### src/rtl/mem_ctrl.sv
// Byte-wide RAM/IO controller shared by fetch, load buffer and store buffer.
// Arbitrates, sequences multi-byte accesses and assembles read data.
module mem_ctrl #(
    parameter int ADDR_WIDTH = 32,
    parameter int IO_SEL_HI  = 17
) (
    input  logic                  clk_in,
    input  logic                  rst_in,
    input  logic                  rdy_in,
    input  logic                  clear_all,
    input  logic                  io_buffer_full,
    input  logic [7:0]            mem_din,
    output logic [7:0]            mem_dout,
    output logic [ADDR_WIDTH-1:0] mem_a,
    output logic                  mem_wr,
    input  logic                  if_req,
    input  logic [ADDR_WIDTH-1:0] if_addr,
    output logic                  if_done,
    output logic [31:0]           if_data,
    input  logic                  lb_req,
    input  logic [ADDR_WIDTH-1:0] lb_addr,
    input  logic [1:0]            lb_size,
    input  logic                  lb_signed,
    output logic                  lb_done,
    output logic [31:0]           lb_data,
    input  logic                  sb_req,
    input  logic [ADDR_WIDTH-1:0] sb_addr,
    input  logic [1:0]            sb_size,
    input  logic [31:0]           sb_data,
    output logic                  sb_done
);

    typedef enum logic [1:0] {
        IDLE  = 2'd0,
        READ  = 2'd1,
        WRITE = 2'd2
    } state_t;

    state_t state, state_nx;

    logic [2:0]            cnt, cnt_nx;
    logic [2:0]            len, len_nx;
    logic                  sgn, sgn_nx;
    logic                  own_lb, own_lb_nx;
    logic [31:0]           rbuf, rbuf_nx;
    logic [ADDR_WIDTH-1:0] mem_a_nx;
    logic [7:0]            mem_dout_nx;
    logic                  mem_wr_nx;
    logic                  if_done_nx, lb_done_nx, sb_done_nx;
    logic [31:0]           if_data_nx, lb_data_nx;

    logic        sb_io, sb_ok, lb_ok, if_ok;
    logic        rd_last, wr_last;
    logic [1:0]  bidx, wnext;
    logic [31:0] rfull, rext;
    logic [7:0]  wbyte;

    function automatic logic [2:0] size_len(input logic [1:0] s);
        unique case (s)
            2'd0:    return 3'd1;
            2'd1:    return 3'd2;
            default: return 3'd4;
        endcase
    endfunction

    // A requester whose done is showing has already been served.
    assign sb_io = (sb_addr[IO_SEL_HI:IO_SEL_HI-1] == 2'b11);
    assign sb_ok = sb_req && !sb_done && !(sb_io && io_buffer_full);
    assign lb_ok = lb_req && !lb_done && !clear_all;
    assign if_ok = if_req && !if_done && !clear_all;

    assign rd_last = (cnt == len);
    assign wr_last = (cnt == len - 3'd1);

    // In READ, mem_din carries byte cnt-1.
    assign bidx  = cnt[1:0] - 2'd1;
    assign wnext = cnt[1:0] + 2'd1;
    assign wbyte = sb_data[{wnext, 3'b000} +: 8];

    always_comb begin
        rfull = rbuf;
        rfull[{bidx, 3'b000} +: 8] = mem_din;
    end

    always_comb begin
        rext = rfull;
        if (len == 3'd1) begin
            rext = {{24{sgn & rfull[7]}}, rfull[7:0]};
        end else if (len == 3'd2) begin
            rext = {{16{sgn & rfull[15]}}, rfull[15:0]};
        end
    end

    always_ff @(posedge clk_in) begin
        if (rst_in) begin
            state <= IDLE;
        end else if (rdy_in) begin
            state <= state_nx;
        end
    end

    always_comb begin
        state_nx = state;
        unique case (state)
            IDLE: begin
                if (sb_ok) begin
                    state_nx = WRITE;
                end else if (lb_ok || if_ok) begin
                    state_nx = READ;
                end
            end
            READ: begin
                if (clear_all || rd_last) begin
                    state_nx = IDLE;
                end
            end
            WRITE: begin
                if (wr_last) begin
                    state_nx = IDLE;
                end
            end
            default: state_nx = IDLE;
        endcase
    end

    always_comb begin
        mem_a_nx    = mem_a;
        mem_dout_nx = mem_dout;
        mem_wr_nx   = mem_wr;
        if_done_nx  = 1'b0;
        lb_done_nx  = 1'b0;
        sb_done_nx  = 1'b0;
        if_data_nx  = if_data;
        lb_data_nx  = lb_data;
        cnt_nx      = cnt;
        len_nx      = len;
        sgn_nx      = sgn;
        own_lb_nx   = own_lb;
        rbuf_nx     = rbuf;
        unique case (state)
            IDLE: begin
                cnt_nx    = 3'd0;
                mem_wr_nx = 1'b0;
                if (sb_ok) begin
                    mem_a_nx    = sb_addr;
                    mem_dout_nx = sb_data[7:0];
                    mem_wr_nx   = 1'b1;
                    len_nx      = size_len(sb_size);
                    sgn_nx      = 1'b0;
                    own_lb_nx   = 1'b0;
                end else if (lb_ok) begin
                    mem_a_nx  = lb_addr;
                    len_nx    = size_len(lb_size);
                    sgn_nx    = lb_signed;
                    own_lb_nx = 1'b1;
                end else if (if_ok) begin
                    mem_a_nx  = if_addr;
                    len_nx    = 3'd4;
                    sgn_nx    = 1'b0;
                    own_lb_nx = 1'b0;
                end
            end
            READ: begin
                mem_wr_nx = 1'b0;
                if (!clear_all) begin
                    if (cnt != 3'd0) begin
                        rbuf_nx = rfull;
                    end
                    if (rd_last) begin
                        if (own_lb) begin
                            lb_data_nx = rext;
                            lb_done_nx = 1'b1;
                        end else begin
                            if_data_nx = rext;
                            if_done_nx = 1'b1;
                        end
                    end else begin
                        cnt_nx = cnt + 3'd1;
                        if (cnt + 3'd1 < len) begin
                            mem_a_nx = mem_a + ADDR_WIDTH'(1);
                        end
                    end
                end
            end
            WRITE: begin
                if (wr_last) begin
                    mem_wr_nx  = 1'b0;
                    sb_done_nx = 1'b1;
                end else begin
                    cnt_nx      = cnt + 3'd1;
                    mem_a_nx    = mem_a + ADDR_WIDTH'(1);
                    mem_dout_nx = wbyte;
                end
            end
            default: mem_wr_nx = 1'b0;
        endcase
    end

    always_ff @(posedge clk_in) begin
        if (rst_in) begin
            mem_a    <= '0;
            mem_dout <= 8'd0;
            mem_wr   <= 1'b0;
            if_done  <= 1'b0;
            lb_done  <= 1'b0;
            sb_done  <= 1'b0;
            if_data  <= 32'd0;
            lb_data  <= 32'd0;
            cnt      <= 3'd0;
            len      <= 3'd0;
            sgn      <= 1'b0;
            own_lb   <= 1'b0;
            rbuf     <= 32'd0;
        end else if (rdy_in) begin
            mem_a    <= mem_a_nx;
            mem_dout <= mem_dout_nx;
            mem_wr   <= mem_wr_nx;
            if_done  <= if_done_nx;
            lb_done  <= lb_done_nx;
            sb_done  <= sb_done_nx;
            if_data  <= if_data_nx;
            lb_data  <= lb_data_nx;
            cnt      <= cnt_nx;
            len      <= len_nx;
            sgn      <= sgn_nx;
            own_lb   <= own_lb_nx;
            rbuf     <= rbuf_nx;
        end
    end

endmodule
### config.mk
export PLATFORM = sky130hd
export DESIGN_NAME = mem_ctrl
export DESIGN_NICKNAME = d
export VERILOG_FILES = /design/src/rtl/mem_ctrl.sv
export SDC_FILE = /design/constraint.sdc
export NUM_CORES = 1
export LEC_CHECK = 0
export CAP_MARGIN = 20
export CORE_ASPECT_RATIO = 1.1
export CORE_MARGIN = 10
export CORE_UTILIZATION = 30
export DETAILED_ROUTE_END_ITERATION = 7
export DONT_BUFFER_PORTS = 1
export PLACE_DENSITY_LB_ADDON = 0.05
export SYNTH_ARGS = -nofsm -noshare
export SYNTH_HDL_FRONTEND = slang
export SYNTH_SLANG_ARGS = --single-unit
export TNS_END_PERCENT = 1
### constraint.sdc
create_clock -name clk_in -period 3.8 [get_ports clk_in]
set_input_delay 0.76 -clock clk_in [delete_from_list [all_inputs] [get_ports clk_in]]
set_output_delay 0.76 -clock clk_in [all_outputs]
set_load 0.02 [all_outputs]
Yosys cells after proc, flatten, opt, wreduce, memory -nomap -nowiden
Index checks and enable logic that the tools add are counted.
- output and inout port bits: 108
- input bits: 149
- register bits after elaboration: 150
- logic and storage cells: 122
- shift-type cells: 3
- equality and inequality tests: 18
- reductions and logical operators: 30
- bitwise gates (word level): 4
- magnitude comparators: 1
- multiplexer cells: 46
- $add $sub $neg: 6
- operator list (cell ; count):
    32-bit 2-to-1 mux ; 9
    32-bit one-hot mux with 3 select lines ; 1
    32-bit by 1-bit adder with 32-bit output, second input constant ; 1
    32-bit bitwise mux ; 1
    8-bit by 7-bit variable shift with 32-bit output, first input constant ; 1
    32-bit by 6-bit indexed part select with 8-bit output ; 1
    8-bit by 7-bit indexed part select with 32-bit output ; 1
    3-bit 2-to-1 mux ; 6
    1-bit 2-to-1 mux ; 17
    8-bit 2-to-1 mux ; 2
    8-bit one-hot mux with 2 select lines ; 1
    5-bit AND reduction ; 3
    2-bit != test, second input constant ; 7
    3-bit one-hot mux with 2 select lines ; 2
    4-bit AND reduction ; 3
    3-bit one-hot mux with 3 select lines ; 1
    3-bit nonzero test ; 3
    2-bit 2-to-1 mux ; 4
    1-bit logical AND ; 7
    5-bit negator with 7-bit output ; 1
    7-bit AND reduction ; 1
    2-bit by 1-bit equality test with 1-bit output, second input constant ; 3
    3-bit equality test ; 2
    2-bit logical NOT ; 3
    other kinds (19) ; 27

Logic depth before layout (Yosys ltp)
Gate-level depths: netlist of the first run.
- depth after elaboration: 7
- gate-level depth with buffers: 10
- depth with buffers taken out: 8

Least setup slack after synthesis of the first run
Ideal clock, no wire load.
- path type: reg-to-reg
- start point: register cnt[0]
- end point: register mem_a[25]
- setup slack: 1.043 ns
- data arrival time: 2.622 ns
- required time: 3.666 ns
- stages on the path, launching flop included: 11
- period minus slack after synthesis: 2.757 ns
- cells stage by stage: dfxtp_1 > clkbuf_1 > inv_1 > ha_1 > ha_1 > nor2b_1 > nor3_1 > o22ai_1 > buf_2 > o311ai_0 > o31ai_1
- longest elaborated chain between the ends: 4
- elaborated cells between the ends (all ways): 8
- classes of those cells: 1 x add/sub; 1 x order compare; 5 x eq/ne; 1 x reduce/logical
- RTL lines (what ; line ; source):
    from (decl) ; 41 ; logic [2:0] cnt, cnt_nx;
    from (signal assigned) ; 223 ; cnt <= cnt_nx;
    3-bit by 1-bit adder with 3-bit output ; 179 ; if (cnt + 3'd1 < len) begin
    3-bit less-than comparator ; 179 ;
    2-bit != test (no source line) ; n/a ;
    7-bit AND reduction (no source line) * ; n/a ;
    to (signal assigned) ; 215 ; mem_a <= mem_a_nx;
    to (decl) ; 14 ; output logic [ADDR_WIDTH-1:0] mem_a,
Every way passes the cells marked *; elsewhere a longest branch is shown, timed or not.
A chain may end at the register's enable or synchronous reset.

Final worst setup path of the first run
- start point: register cnt[0]
- end point: register mem_a[8]
Same word-level chain as after synthesis.

==> flow_metrics.py, run 1 <==
metrics = {
    "status": {
        "status": "finished clean",
    },
    "logic_synthesis": {
        "synth_largest_area_cell": "dfxtp_1",
        "ys_top_cells_by_count": "dfxtp_1 (150), nor2_1 (125), nand2_1 (100)",
        "synth_top_area_share_pct": 36.40,
        "ys.flop_type": "dfxtp_1",
        "synth.distinct_cells": 69,
        "syn_nets": 1218,
        "seq_area_frac_synth_pct": 36.40,
        "async_reset_ff_share_pct": 0,
        "synth.avg_cell_area_um2": 7.843,
        "synth_warnings": 0,
        "synth_edf_count": 0,
        "syn_inst": 1052,
        "ys_ff_latch": 150,
        "netlist_area_um2": 8250,
        "netlist_top_cells_area": "dfxtp_1 (36%), a211oi_1 (8.6%), nor2_1 (5.7%)",
        "synth.most_common_cell": "dfxtp_1",
    },
    "layout": {
        "final_util_pct": 33.60,
        "drive_gt1_share_pct": 8.713,
        "antenna_cells": 0,
        "final_nets": 1164,
        "syn_to_final_growth_pct": 10.10,
        "final_area_um2": 9084,
        "n_fill_cell": 2927,
    },
    "clocking": {
        "clockBufferDepth": 2,
        "cts_buffers": 17,
        "ctsHtreeMaxLevel": 4,
        "cts_setup_buffers": 0,
        "clock-root-buffer": "clkbuf_16",
        "cts_tree": "done",
        "cts_resized": 0,
        "clk_latency_ns": 0.43,
        "ctsHoldBuffers": 0,
        "cts_sinks": 150,
        "clkTransAtPathRegs_ns": 0.07,
    },
    "worst_setup_path": {
        "path_cells": "inv_1, ha_1, ha_1, nor2b_1, nor3_1, o22a_1, buf_4, a31oi_1, a311oi_1",
        "crit_family": "compound AO/OA/AOI/OAI gates",
        "crit_top_cell": "ha_1",
        "crit_start": "cnt[0]$_SDFFE_PP0P_",
        "criticalPathCategory": "register to register",
        "cp-start-kind": "register",
        "critical_path_required_ns": 4.12,
        "worstPathMaxFanout": 19,
        "path_buf_inv": 2,
        "timing.rr.start": "cnt[0]$_SDFFE_PP0P_",
        "cp.arrival_ns": 3.34,
        "cpPeakStageDelay_ns": 0.59,
        "crit_slowest_cell": "dfxtp_1",
        "end_kind": "register",
    },
    "power": {
        "leakage_nw": 2.863,
        "power_density_nw_per_um2": 472.8,
        "ir_drop_uv": 215.6,
    },
    "placement": {
        "gp_congestion": 0.7755,
        "port-buffer-count": 0,
        "placed_cell_area_um2": 8486,
        "dp_slack_ns": 0.8051,
        "hpwlAfterDp_mm": 22.13,
    },
    "sta": {
        "finalSetupTns_ns": 0,
        "fin_skew_ns": 0.01478,
        "period_share_pct": 79.57,
        "setup_ws_ns": 0.7762,
        "hold_viol_final": 0,
        "fmax_mhz": 330.7,
        "tightest_slew_ns": 0.9543,
        "rsz0062_at_grt": "false",
        "slew_headroom_pct": 36.23,
        "finalSetupViolCount": 0,
        "period_needed_ns": 3.024,
        "holdWs_ns": 0.4108,
        "final_max_slew_viol_count": 0,
    },
    "die": {
        "fp.dieArea_um2": 34540,
        "placementRows": 63,
        "coreArea_um2": 27040,
        "start_util_pct": 30.52,
        "die_w_um": 178.1,
        "ios": 257,
        "die_y_um": 193.9,
    },
    "global_route": {
        "grt_pass1_vias": 7611,
        "globalRouteTotalUtil_pct": 17.44,
        "antenna_found_initial": 0,
        "grt_overflow": 0,
        "grt_pass1_wl_mm": 47.67,
        "grt_max_degree": 157,
    },
    "route": {
        "drtIter0Drc": 312,
        "dr_total_vias": 7570,
        "dr.pass1.iters": 5,
        "drt-wirelength-per-cell_um": 22.80,
        "ant_nets": 0,
        "remaining_drc_errors": 0,
        "routed_via_density": 5.538,
        "wirelength_mm": 31.17,
    },
    "worst_hold_path": {
        "hold_path_startpoint": "rst_in",
        "hold_path.class": "primary input to register",
    },
    "flow_run": {
        "drv_cap": 0,
    },
}
## logic make-up after synthesis
family          synth area share, %
xor+xnor                     0.6975
flops                         36.40
compound gates                30.48
fa+ha+maj                     2.578
buf+inv                       6.688
mux                           1.911
simple gates                  21.25
## cells in the final DEF (no fill, tap or decap), drive strengths merged, types with 17 or more instances in the layout
cell	n
nor2	125
dfxtp	150
inv	36
o22ai	17
buf	28
a22oi	17
nor2b	31
ha	17
nor3	33
a31oi	22
nand2	101
o21ai	34
a21oi	76
a211oi	96
nand3	30
clkbuf	17
o31ai	20
a311oi	27
## worst paths after layout
| kind | cells after the start | to | slack (ns) |
|---|---|---|---|
| worst max-delay path | 9 | mem_a[8]$_SDFFE_PP0P_ | 0.78 |
| worst min-delay path | 1 | mem_dout[5]$_SDFFE_PP0P_ | 0.41 |
| worst max register to register | 9 | mem_a[8]$_SDFFE_PP0P_ | 0.78 |
| worst min register to register | 2 | rbuf[25]$_SDFFE_PP0P_ | 0.50 |
## area by class of cell
class | count | area, µm² | share of cell area [%]
clock inverters | 14 | 165.2 | 1.818
multi-input cells | 772 | 4725 | 52.01
inverters | 29 | 108.9 | 1.198
clock buffers | 17 | 425.4 | 4.683
repair buffers | 28 | 210.2 | 2.314
well taps | 357 | 446.7 | 4.917
flip-flops and latches | 150 | 3003 | 33.06
## flip-flops by register name, indices dropped and copies added (netlist names)
name / cells
lb_data: 32
if_data: 32
own_lb: 1
mem_dout: 8
mem_wr: 1
rbuf: 32
len: 3
sb_done: 1
state: 2
mem_a: 32
sgn: 1
lb_done: 1
if_done: 1
cnt: 3
## routing by layer
layer  GRT usage, %  vias to the layer above  share of wire (%)
li1               -                     3801                  -
met3          5.707                       23                7.3
met4          4.032                        0                1.4
met5              0                        -                  0
met1          20.85                     3536                 41
met2          29.45                      210                 50
## per-stage QoR
step / total power [mW] / std cells
final: 4.295 / 1367
after global routing: 4.510 / 1367
after CTS: 4.348 / 1366
after detailed placement: 2.574 / 1335
after global placement: 2.576 / 1335
after floorplan: 2.359 / 1052
## power breakdown
| part | switching [mW] | leakage, nW | internal (mW) | total, mW |
|---|---|---|---|---|
| Sequential | 0.178 | 1.22 | 1.65 | 1.82 |
| Combinational | 0.456 | 1.37 | 0.252 | 0.708 |
| Clock | 0.778 | 0.277 | 0.986 | 1.76 |
| Total | 1.41 | 2.86 | 2.88 | 4.30 |
No activity file was read; power rests on OpenSTA's default activity.
==> run 2, diff against run 1 <==
==> constraint.sdc (replaced) <==
create_clock -name clk_in -period 3 [get_ports clk_in]
set_input_delay 0.6 -clock clk_in [delete_from_list [all_inputs] [get_ports clk_in]]
set_output_delay 0.6 -clock clk_in [all_outputs]
set_load 0.02 [all_outputs]
==> flow_metrics.py, run 2 (same netlist as run 1, synthesis figures left out) <==
metrics = {
    "status": {
        "status": "finished clean",
    },
    "power": {
        "switchingPower_mw": 1.808,
        "switching_share_pct": 33.09,
        "leakage_nw": 2.983,
        "power_density_nw_per_um2": 589.4,
        "ir_drop_uv": 254.5,
        "finalPower_mw": 5.464,
        "power.share.clock_pct": 40.6,
        "pwr-share-seq_pct": 41.4,
        "internal_power_mw": 3.656,
        "share_comb_of_total_power_pct": 18.0,
    },
    "placement": {
        "gp_congestion": 0.7899,
        "dp_slack_ns": 0.3135,
        "hpwlAfterDp_mm": 22.13,
        "port-buffer-count": 0,
        "placed_cell_area_um2": 8661,
    },
    "sta": {
        "setup_ws_ns": 0.3121,
        "fin_skew_ns": 0.01406,
        "fmax_mhz": 372.0,
        "holdWs_ns": 0.2473,
        "rsz0062_at_grt": "false",
        "slew_headroom_pct": 50.45,
        "tightest_slew_ns": 0.7433,
        "period_needed_ns": 2.688,
        "final_max_slew_viol_count": 0,
        "finalSetupViolCount": 0,
        "hold_viol_final": 0,
        "finalSetupTns_ns": 0,
        "period_share_pct": 89.60,
    },
    "clocking": {
        "ctsHtreeMaxLevel": 4,
        "clkTransAtPathRegs_ns": 0.07,
        "clockBufferDepth": 2,
        "cts_resized": 0,
        "clock-root-buffer": "clkbuf_16",
        "ctsHoldBuffers": 0,
        "cts_tree": "done",
        "cts_buffers": 17,
        "cts_setup_buffers": 0,
        "cts_sinks": 150,
        "clk_latency_ns": 0.43,
    },
    "layout": {
        "final_nets": 1184,
        "drive_gt1_share_pct": 10.57,
        "n_fill_cell": 2919,
        "final_common_cell": "dfxtp_1",
        "mostFrequentLayoutCells": "dfxtp_1 (150), nor2_1 (125), nand2_1 (100)",
        "final_area_um2": 9270,
        "syn_to_final_growth_pct": 12.36,
        "antenna_cells": 0,
    },
    "route": {
        "remaining_drc_errors": 0,
        "wirelength_mm": 30.48,
        "drtIter0Drc": 413,
        "routed_via_density": 5.494,
        "dr.pass1.iters": 5,
        "drt-wirelength-per-cell_um": 21.96,
        "ant_nets": 0,
        "dr_total_vias": 7626,
    },
    "die": {
        "start_util_pct": 30.52,
        "ios": 257,
        "placementRows": 63,
        "coreArea_um2": 27040,
        "fp.dieArea_um2": 34540,
        "die_w_um": 178.1,
        "die_y_um": 193.9,
    },
    "worst_setup_path": {
        "path_cells": "inv_1, ha_1, ha_1, nor2b_1, nor3_1, o22a_1, buf_4, a31oi_1, a311oi_1",
        "cpPeakStageDelay_ns": 0.42,
        "crit_family": "adder cells",
        "cp.arrival_ns": 3.02,
        "path_buf_inv": 2,
        "critical_path_required_ns": 3.33,
        "crit_slowest_cell": "dfxtp_1",
        "cp-start-kind": "register",
        "crit_top_cell": "ha_1",
        "end_kind": "register",
        "worstPathMaxFanout": 22,
        "criticalPathCategory": "register to register",
    },
    "flow_run": {
        "drv_cap": 0,
    },
    "global_route": {
        "grt_pass1_vias": 7787,
        "grt_overflow": 0,
        "globalRouteTotalUtil_pct": 17.21,
        "grt_max_degree": 157,
        "grt_pass1_wl_mm": 47.25,
        "antenna_found_initial": 0,
    },
    "worst_hold_path": {
        "hold_path.class": "primary input to register",
    },
}
[run 2: changes by cell type in the layout (fill, tap and decap cells not counted), sizes merged]
cell      previous run  this run
buf                 28        48
clkinv               1         5
clkinvlp             4         1
bufinv               2         1
clkbuf              17        18
[run 2: path summary, 6_finish.rpt]
| path | end | slack [ns] | from | cells past startpoint |
|---|---|---|---|---|
| hold reg to reg | sgn$_SDFFE_PP0P_ | 0.47 | sgn$_SDFFE_PP0P_ | 2 |
| hold / removal | mem_dout[5]$_SDFFE_PP0P_ | 0.25 | rst_in | 1 |
| setup / recovery | mem_a[22]$_SDFFE_PP0P_ | 0.31 | cnt[0]$_SDFFE_PP0P_ | 9 |
| setup reg to reg | mem_a[22]$_SDFFE_PP0P_ | 0.31 | cnt[0]$_SDFFE_PP0P_ | 9 |
[run 2: area by class of cell]
cell class              count  area [µm²]  share of cell area (%)
repair buffers             48       385.4                   4.157
flip-flops and latches    150        3003                   32.39
clock buffers              18       439.2                   4.737
inverters                  29       108.9                   1.174
clock inverters            14       162.7                   1.755
well taps                 357       446.7                   4.818
multi-input cells         772        4725                   50.97
[run 2: power groups by stage]
stage          sequential, mW  combinational [mW]  clock [mW]
2_1_floorplan            2.32               0.672           0
3_3_place_gp             2.31               0.990           0
3_5_place_dp             2.31               0.988           0
4_1_cts                  2.27               0.992        2.30
5_1_grt                  2.28                1.09        2.37
6_report                 2.26               0.981        2.22
[run 2: layer usage]
metal | GRT usage, % | wire, µm
met1 | 20.36 | 12740
met2 | 28.84 | 14890
met4 | 4.863 | 592
met5 | 0 | 0
met3 | 5.707 | 2258
[run 2: worst reg2reg max path, stage by stage, from the launching register on]
cell      delay (ns)
dfxtp_1         0.42
inv_1           0.13
ha_1            0.43
ha_1            0.30
nor2b_1         0.12
nor3_1          0.21
o22a_1          0.27
buf_4           0.31
a31oi_1         0.14
a311oi_1        0.27
[run 2: through the flow]
| step | cells | utilization [%] |
|---|---|---|
| 2_1_floorplan | 1052 | - |
| 3_3_place_gp | 1355 | 32.03 |
| 3_5_place_dp | 1355 | 32.03 |
| 4_1_cts | 1387 | 34.26 |
| 5_1_grt | 1388 | 34.29 |
| 6_report | 1388 | 34.29 |
